<file path="src/rtl/data_cache.sv">
// Direct-mapped, write-through, no-write-allocate data cache between the core
// load/store path and a request/acknowledge backing memory port.
module data_cache #(
  parameter int unsigned DATA_WIDTH    = 32,
  parameter int unsigned ADDRESS_WIDTH = 32,
  parameter int unsigned SETS          = 16,
  parameter int unsigned LINE_WORDS    = 4,
  parameter int unsigned CNT_WIDTH     = 32
) (
  input  logic                       CLK,
  input  logic                       RST,
  input  logic [ADDRESS_WIDTH-1:0]   A,
  input  logic                       MemRead,
  input  logic                       MemWrite,
  input  logic [DATA_WIDTH/8-1:0]    BE,
  input  logic [DATA_WIDTH-1:0]      WD,
  output logic [DATA_WIDTH-1:0]      RD,
  output logic                       Stall,
  output logic                       MReq,
  output logic                       MWe,
  output logic [ADDRESS_WIDTH-1:0]   MAddr,
  output logic [DATA_WIDTH-1:0]      MWD,
  output logic [DATA_WIDTH/8-1:0]    MBE,
  input  logic [DATA_WIDTH-1:0]      MRD,
  input  logic                       MAck,
  output logic [CNT_WIDTH-1:0]       HitCount,
  output logic [CNT_WIDTH-1:0]       MissCount
);

  localparam int unsigned BE_W  = DATA_WIDTH / 8;
  localparam int unsigned WS_W  = $clog2(LINE_WORDS);
  localparam int unsigned WS_B  = (WS_W == 0) ? 1 : WS_W;
  localparam int unsigned IDX_W = $clog2(SETS);
  localparam int unsigned TAG_W = ADDRESS_WIDTH - 2 - WS_W - IDX_W;

  typedef enum logic [1:0] {IDLE, REFILL, WRITE} state_t;

  state_t                   state_q, state_d;
  logic [WS_B-1:0]          beat_q, beat_d;
  logic [IDX_W-1:0]         refill_idx_q;
  logic [TAG_W-1:0]         refill_tag_q;
  logic [SETS-1:0]          valid_q;
  logic [TAG_W-1:0]         tag_q  [SETS];
  logic [DATA_WIDTH-1:0]    data_q [SETS][LINE_WORDS];

  logic                     mreq_d, mwe_d;
  logic [ADDRESS_WIDTH-1:0] maddr_d;
  logic [DATA_WIDTH-1:0]    mwd_d;
  logic [BE_W-1:0]          mbe_d;
  logic                     hit_inc, miss_inc, store_hit, refill_we, refill_done;

  logic [WS_B-1:0]          a_ws;
  logic [IDX_W-1:0]         a_idx;
  logic [TAG_W-1:0]         a_tag;
  logic                     hit, ack;
  logic [DATA_WIDTH-1:0]    merged;

  // Address decomposition via shifts so LINE_WORDS=1 needs no zero-width slice
  assign a_ws  = WS_B'((A >> 2) & ADDRESS_WIDTH'(LINE_WORDS - 1));
  assign a_idx = IDX_W'((A >> (2 + WS_W)) & ADDRESS_WIDTH'(SETS - 1));
  assign a_tag = TAG_W'(A >> (2 + WS_W + IDX_W));
  assign hit   = valid_q[a_idx] && (tag_q[a_idx] == a_tag);
  assign RD    = data_q[a_idx][a_ws];
  assign ack   = MReq && MAck;

  // Store-hit byte-lane merge
  always_comb begin
    merged = data_q[a_idx][a_ws];
    for (int i = 0; i < int'(BE_W); i++) begin
      if (BE[i]) merged[8*i +: 8] = WD[8*i +: 8];
    end
  end

  // Next-state, next registered outputs, stall
  always_comb begin
    state_d     = state_q;
    beat_d      = beat_q;
    mreq_d      = MReq;
    mwe_d       = MWe;
    maddr_d     = MAddr;
    mwd_d       = MWD;
    mbe_d       = MBE;
    Stall       = 1'b0;
    hit_inc     = 1'b0;
    miss_inc    = 1'b0;
    store_hit   = 1'b0;
    refill_we   = 1'b0;
    refill_done = 1'b0;
    case (state_q)
      IDLE: begin
        Stall = MemWrite || (MemRead && !hit);
        if (MemWrite) begin
          state_d   = WRITE;
          mreq_d    = 1'b1;
          mwe_d     = 1'b1;
          maddr_d   = A & ~ADDRESS_WIDTH'(3);
          mwd_d     = WD;
          mbe_d     = BE;
          store_hit = hit;
        end else if (MemRead && !hit) begin
          state_d  = REFILL;
          beat_d   = '0;
          mreq_d   = 1'b1;
          mwe_d    = 1'b0;
          maddr_d  = A & ~ADDRESS_WIDTH'(LINE_WORDS * 4 - 1);
          miss_inc = 1'b1;
        end else if (MemRead) begin
          hit_inc = 1'b1;
        end
      end
      REFILL: begin
        Stall = 1'b1;
        if (ack) begin
          refill_we = 1'b1;
          maddr_d   = MAddr + ADDRESS_WIDTH'(4);
          beat_d    = beat_q + WS_B'(1);
          if (beat_q == WS_B'(LINE_WORDS - 1)) begin
            refill_done = 1'b1;
            mreq_d      = 1'b0;
            beat_d      = '0;
            state_d     = IDLE;
          end
        end
      end
      WRITE: begin
        Stall = !MAck;
        if (ack) begin
          mreq_d  = 1'b0;
          state_d = IDLE;
        end
      end
      default: state_d = IDLE;
    endcase
  end

  // Control state, memory port registers, valid bits, counters
  always_ff @(posedge CLK) begin
    if (RST) begin
      state_q      <= IDLE;
      beat_q       <= '0;
      refill_idx_q <= '0;
      refill_tag_q <= '0;
      valid_q      <= '0;
      MReq         <= 1'b0;
      MWe          <= 1'b0;
      MAddr        <= '0;
      MWD          <= '0;
      MBE          <= '0;
      HitCount     <= '0;
      MissCount    <= '0;
    end else begin
      state_q <= state_d;
      beat_q  <= beat_d;
      MReq    <= mreq_d;
      MWe     <= mwe_d;
      MAddr   <= maddr_d;
      MWD     <= mwd_d;
      MBE     <= mbe_d;
      if (miss_inc) begin
        refill_idx_q <= a_idx;
        refill_tag_q <= a_tag;
      end
      if (refill_done) valid_q[refill_idx_q] <= 1'b1;
      if (hit_inc && HitCount != '1)   HitCount  <= HitCount + CNT_WIDTH'(1);
      if (miss_inc && MissCount != '1) MissCount <= MissCount + CNT_WIDTH'(1);
    end
  end

  // Line storage; a partially filled line stays invalid so needs no reset
  always_ff @(posedge CLK) begin
    if (!RST) begin
      if (refill_we) data_q[refill_idx_q][beat_q] <= MRD;
      if (refill_done) tag_q[refill_idx_q] <= refill_tag_q;
      if (store_hit) data_q[a_idx][a_ws] <= merged;
    end
  end

endmodule

</file>
<file path="config.mk">
export PLATFORM = sky130hd
export DESIGN_NAME = data_cache
export DESIGN_NICKNAME = d
export VERILOG_FILES = /design/src/rtl/data_cache.sv
export SDC_FILE = /design/constraint.sdc
export NUM_CORES = 2
export LEC_CHECK = 0
export CAP_MARGIN = 20
export CORE_MARGIN = 1.5
export CORE_UTILIZATION = 50
export DETAILED_ROUTE_END_ITERATION = 10
export GPL_ROUTABILITY_DRIVEN = 1
export PLACE_DENSITY = 0.78
export SYNTH_ARGS = -nofsm -noshare
export SYNTH_HDL_FRONTEND = slang
export SYNTH_SLANG_ARGS = --single-unit
</file>
<file path="constraint.sdc">
create_clock -name CLK -period 7.15 [get_ports CLK]
set_clock_uncertainty 0.2 [all_clocks]
set_input_delay 1.7875 -clock CLK [delete_from_list [all_inputs] [get_ports CLK]]
set_output_delay 1.7875 -clock CLK [all_outputs]
set_load 0.005 [all_outputs]
</file>
# Word-level counts from Yosys, hierarchy flattened

Memory sizes are Yosys's and may differ from the RTL's.
Cells that the tools add are included.

Memory bits (writable): 2,432
Memories: 2
Register bits after elaboration: 182

Add/sub/neg operators: 4
Multiplexer cells: 65
Reduce and logical (&&, ||, !) cells: 22
Equality and inequality tests: 12
Bitwise logic cells: 3
Order comparisons: 7

Memories:

| memory | words | width | rd ports | clocked after Yosys merged registers in | wr ports | line | RTL |
|---|---|---|---|---|---|---|---|
| data_q | 16    | 128   | 1        | 0                                       | 1        | 44   | `logic [DATA_WIDTH-1:0] data_q [SETS][LINE_WORDS];` |
| tag_q  | 16    | 24    | 1        | 0                                       | 1        | 43   | `logic [TAG_W-1:0] tag_q [SETS];` |

Operators by type and width:

| cell                                                                          | number |
|---|---|
| 128-bit 2-to-1 mux                                                            | 4 |
| 32-bit 2-to-1 mux                                                             | 7 |
| 32-bit demux with 2-bit select                                                | 2 |
| 128-bit OR reduction                                                          | 1 |
| 32-bit by 1-bit adder with 32-bit output (second input constant)              | 2 |
| 32-bit binary-select mux with 2-bit select                                    | 1 |
| 32-bit inequality test (second input constant)                                | 2 |
| 32-bit case mux with 2 select lines                                           | 1 |
| 32-bit by 3-bit adder with 32-bit output (second input constant)              | 1 |
| 8-bit 2-to-1 mux                                                              | 4 |
| 1-bit 2-to-1 mux                                                              | 30 |
| 24-bit equality test                                                          | 1 |
| 2-bit 2-to-1 mux                                                              | 9 |
| 16-bit OR                                                                     | 1 |
| 4-bit by 5-bit less-than comparator with 1-bit output (second input constant) | 2 |
| 2-bit inequality test (second input constant)                                 | 5 |
| 1-bit logical AND                                                             | 8 |
| 4-bit AND reduction                                                           | 2 |
| 3-bit >= comparator (second input constant)                                   | 2 |
| 3-bit by 1-bit less-than comparator with 1-bit output (second input constant) | 2 |
| 2-bit inverter with 3-bit output                                              | 2 |
| 1-bit case mux with 3 select lines                                            | 2 |
| 2-bit case mux with 3 select lines                                            | 1 |
| 5-bit AND reduction                                                           | 1 |
| 16 further kinds                                                              | 20 |

# Longest topological paths before layout

Depth in word-level cells: 10
Depth in mapped cells: 16

# Worst setup path before layout

No wires, ideal clock.

Kind: input to register
Start point: in A[6]
End point: mem data_q[10][32] in the netlist's numbering (enable)
Path buffers: 7
Stages: 15
Setup slack: 0.289 ns
Data arrival time: 6.225 ns
Data required time: 6.515 ns
Cell sequence: buf_2 buf_4 buf_4 buf_4 buf_4 mux2i_1 mux2i_1 xnor2_1 o2111ai_1 or4b_4 nor3_4 nand3_1 buf_4 buf_6 mux2i_1

Cells in the longest elaborated chain, start to end: 10

RTL lines:

| item                                                                                 | line | RTL |
|---|---|---|
| from (decl)                                                                          | 12   | `input logic [ADDRESS_WIDTH-1:0] A,` |
| memory read 16 x 24 bit or 1-bit binary-select mux with 4-bit select (tied branches) | n/a  |  |
| 24-bit equality test or 1-bit 2-to-1 mux (tied branches)                             | 62   | `assign hit = valid_q[a_idx] && (tag_q[a_idx] == a_tag);` |
| 1-bit logical AND                                                                    | 62   |  |
| 1-bit 2-to-1 mux                                                                     | 92   | `if (MemWrite) begin` |
| 1-bit 2-to-1 mux                                                                     | 89   | `case (state_q)` |
| 1-bit 2-to-1 mux                                                                     | 174  | `if (store_hit) data_q[a_idx][a_ws] <= merged;` |
| 1-bit 2-to-1 mux                                                                     | 171  | `if (!RST) begin` |
| 128-bit 2-to-1 mux (not written as such)                                             | 174  |  |
| 128-bit OR reduction (no source line)                                                | n/a  |  |
| 4-bit 2-to-1 mux (no source line) or 128-bit 2-to-1 mux (tied branches)              | n/a  |  |
| to (decl)                                                                            | 44   |  |

Several ways; a longest one is shown, not always the timed one. The select of a mux whose other input is x is not followed.

# Final worst setup path

Start point: in A[5]
End point: out RD[16]

Cells in the longest elaborated chain, start to end: 4

RTL lines:

| item                                                  | line | RTL |
|---|---|---|
| memory read 16 x 128 bit                              | n/a  |  |
| 32-bit binary-select mux with 2-bit select            | 63   | `assign RD = data_q[a_idx][a_ws];` |
| 32-bit 2-to-1 mux (not written as such) (2 in series) | 63   |  |
| to (decl)                                             | 17   | `output logic [DATA_WIDTH-1:0] RD,` |

No other way between the ends. The select of a mux whose other input is x is not followed.

==> reports/summary.txt <==
first-pass GRT wire length -> 428,100 um
EDFF count, synth -> 2,432
Synth cell types -> 77
router iterations before antenna repair -> 5
Max-cap violations -> 0
Routability Congestion -> 0.8803
final setup margin -> 0.01648 ns
Post-synth ARST share -> 0
DP Area -> 112,600 um2
Die W -> 458.5 um
starting density of the core -> 0.5021
Power Density -> 274.1 nW/um2
Critical Path End -> RD[16]
status -> completed
register area share after synthesis -> 0.7386
Final Hold Fails -> 0
Final Instance Area -> 121,300 um2
DR vias -> 57,780
GRT busiest layer -> met2
R2R cell count -> 12
post-synth top area cell -> edfxtp_1
setup slack at placement -> -0.06782 ns
total die area -> 210,300 um2
CTS tree -> yes
fillers -> 13,850
Post-Syn Area -> 103,800 um2
Final Power -> 33.24 mW
H-tree level count -> 5
Placed Cells -> 8,007
Slew @ Worst Pin -> 1.174 ns
Syn Inst Count -> 5,070
DRT iter0 DRCs -> 9,990
Num CTS Buffers -> 279
highest clock rate -> 140.2 MHz
# setup viols final -> 0
grt met3 use -> 0.07625
Post-DRT Antenna Nets -> 0
crit share post-route -> 0.9977
clock-pin slew on the worst setup and hold paths -> 0.06 ns
DRC Markers -> 0
Top-Level Pins -> 272
final non-filler cell total -> 8,500
Synth area leaders -> edfxtp_1 70%, mux4_2 16%, dfxtp_1 3.5%
Final Max Tran Viols -> 0
CTS Root Cell -> clkbuf_16
Final HPWL DP -> 159,500 um
synthesized area per cell -> 20.47 um2
Util after Layout -> 0.5869
minimum clock period -> 7.134 ns
post-synth top area share -> 0.7038
reg2reg setup slack -> 2.27 ns
wire length per cell -> 35.77 um
leakage power -> 38.15 nW
Worst Setup SP -> A[5]
Worst setup SP type -> input pin
nets -> 5,711
gr usage total -> 0.2877
top_reg_cell synth -> edfxtp_1
met1 Usage GRT -> 0.3629
Die H -> 458.5 um
GRT met2 Usage -> 0.4642
Crit Path Max Fanout -> 52
Min-Delay Path Class -> reg -> reg
initial antenna violation count -> 11
input/output buffers -> 267
Area Overhead vs Synth -> 16.90%
Num Clock Sinks -> 2,612
Crit Reg-Reg Endpoint -> data_q[2][83]
Yosys warnings -> 0
cts hold-fix bufs -> 0
Worst-Skew Late Latency -> 0.95 ns
TNS Setup -> 0 ns
FF+latch count, synth -> 2,612
FP Rows -> 167
Arr. time, crit path -> 5.15 ns
worst hold slack -> 0.2495 ns
element type at the critical path end -> primary output
vias in the first global route -> 57,770
CTS max path bufs -> 4
hold path depth -> 1
core area -> 206,700 um2
Routed WL -> 304,100 um
largest net degree at the start of global routing -> 139
maximum vdd drop -> 0.0002488 V
critical path type -> in -> out
Max-slew headroom -> 0.2167
share of layout cells above drive strength 1 -> 0.2753
grt ovf -> 0
Required @ worst endpoint -> 5.16 ns
worst r2r src -> tag_q[13][16]
post-DR vias/cell -> 6.797
power by group:
group / total [mW] / switching (mW) / internal, mW / leakage, nW
clock network: 13.6 / 5.85 / 7.79 / 4.07
registers: 17.0 / 0.199 / 16.8 / 23.4
logic: 2.57 / 1.49 / 1.08 / 10.7
total: 33.2 / 7.54 / 25.7 / 38.2
placed cells by master (no fill, tap or decap), types with 15 or more instances in the layout:
master           synthesis  routed
clkinv_2                 0      37
nor2_1                  83      71
clkbuf_16                0     285
clkdlybuf4s50_1          0     259
buf_12                   0     106
mux2_2                  79      83
nor4_1                  19      17
nor2b_1                 29      29
a22oi_1                 23      23
dfxtp_1                180     180
clkinv_1                 1      48
and3_1                  26      26
clkbuf_1               153      73
a21oi_1                154     154
nand3_1                 98      97
nor3_1                  32      31
mux2i_4                  0      60
a21o_1                  20      20
xnor2_1                 15      15
mux4_2                 732     732
nand2b_1                17      16
buf_4                   19     178
edfxtp_1              2432    2432
o31ai_1                 49      49
mux2i_1                139      76
o21ai_0                 45      45
or4_1                   46      45
mux2_1                  28      24
inv_1                   29      27
nand2_1                243     240
nand4_1                 37      37
repair_timing:
item                       4_1_cts  5_1_grt
resized for setup                5       20
setup endpoints to repair        1        1
pin swaps                        1        3
buffers inserted                 0        3
cloned                           0        1
worst min-delay path by stage:
stage	startpoint	to
3_5_place_dp	valid_q[6]	valid_q[6]
6_report	valid_q[0]	valid_q[0]
5_1_grt	valid_q[6]	valid_q[6]
2_1_floorplan	valid_q[10]	valid_q[10]
4_1_cts	valid_q[6]	valid_q[6]
3_3_place_gp	valid_q[6]	valid_q[6]
cell usage after synthesis, types with 39 or more instances:
cell type	number
mux4_2	732
buf_1	39
a21oi_1	154
mux2i_1	139
o21ai_0	45
nand3_1	98
nor2_1	83
o31ai_1	49
edfxtp_1	2432
mux2_2	79
buf_2	94
clkbuf_1	153
dfxtp_1	180
or4_1	46
nand2_1	243
flip-flops by register name, summed over array words and instances (netlist names), 4 cells and up:
| name | flops |
|---|---|
| HitCount | 32 |
| MAddr | 30 |
| MBE | 4 |
| MWD | 32 |
| MissCount | 32 |
| data_q | 2048 |
| refill_idx_q | 4 |
| refill_tag_q | 24 |
| tag_q | 384 |
| valid_q | 16 |
per-layer routing:
| layer | wire [um] | up-vias |
|---|---|---|
| li1 | - | 22260 |
| met1 | 99610 | 29830 |
| met2 | 146800 | 4704 |
| met3 | 40500 | 970 |
| met4 | 17090 | 10 |
| met5 | 65 | - |
kinds of logic (layout without fill, tap and decap cells):
logic type	after synthesis	in the layout	synth area share
XOR/XNOR	29	29	0.002448
buffers and inverters	346	1066	0.01513
flip-flops	2612	2612	0.7386
multiplexers	978	978	0.1839
other	1	7	0.00003614
adder cells (fa/ha/maj)	11	11	0.001326
AO/OA/AOI/OAI	405	405	0.02531
AND/OR/NAND/NOR	688	688	0.03328
area by class of cell:
cell class	count	area [um2]	share of cell area
diodes	5	12.51	0.0001032
multi-input cells	2113	26500	0.2184
clock buffers	365	7491	0.06176
well taps	2704	3383	0.02789
flip-flops and latches	2612	76630	0.6318
inverters	30	112.6	0.0009284
clock inverters	112	858.3	0.007076
repair buffers	559	6307	0.05200
critical path, cell delays in order:
cell and delay (ns):
buf_12 0.18, buf_16 0.20, buf_6 0.21, buf_12 0.30
buf_12 0.30, mux4_2 0.42, mux4_2 0.55, mux4_2 0.54
clkdlybuf4s50_1 0.51
No activity file was read; power rests on OpenSTA's default activity.
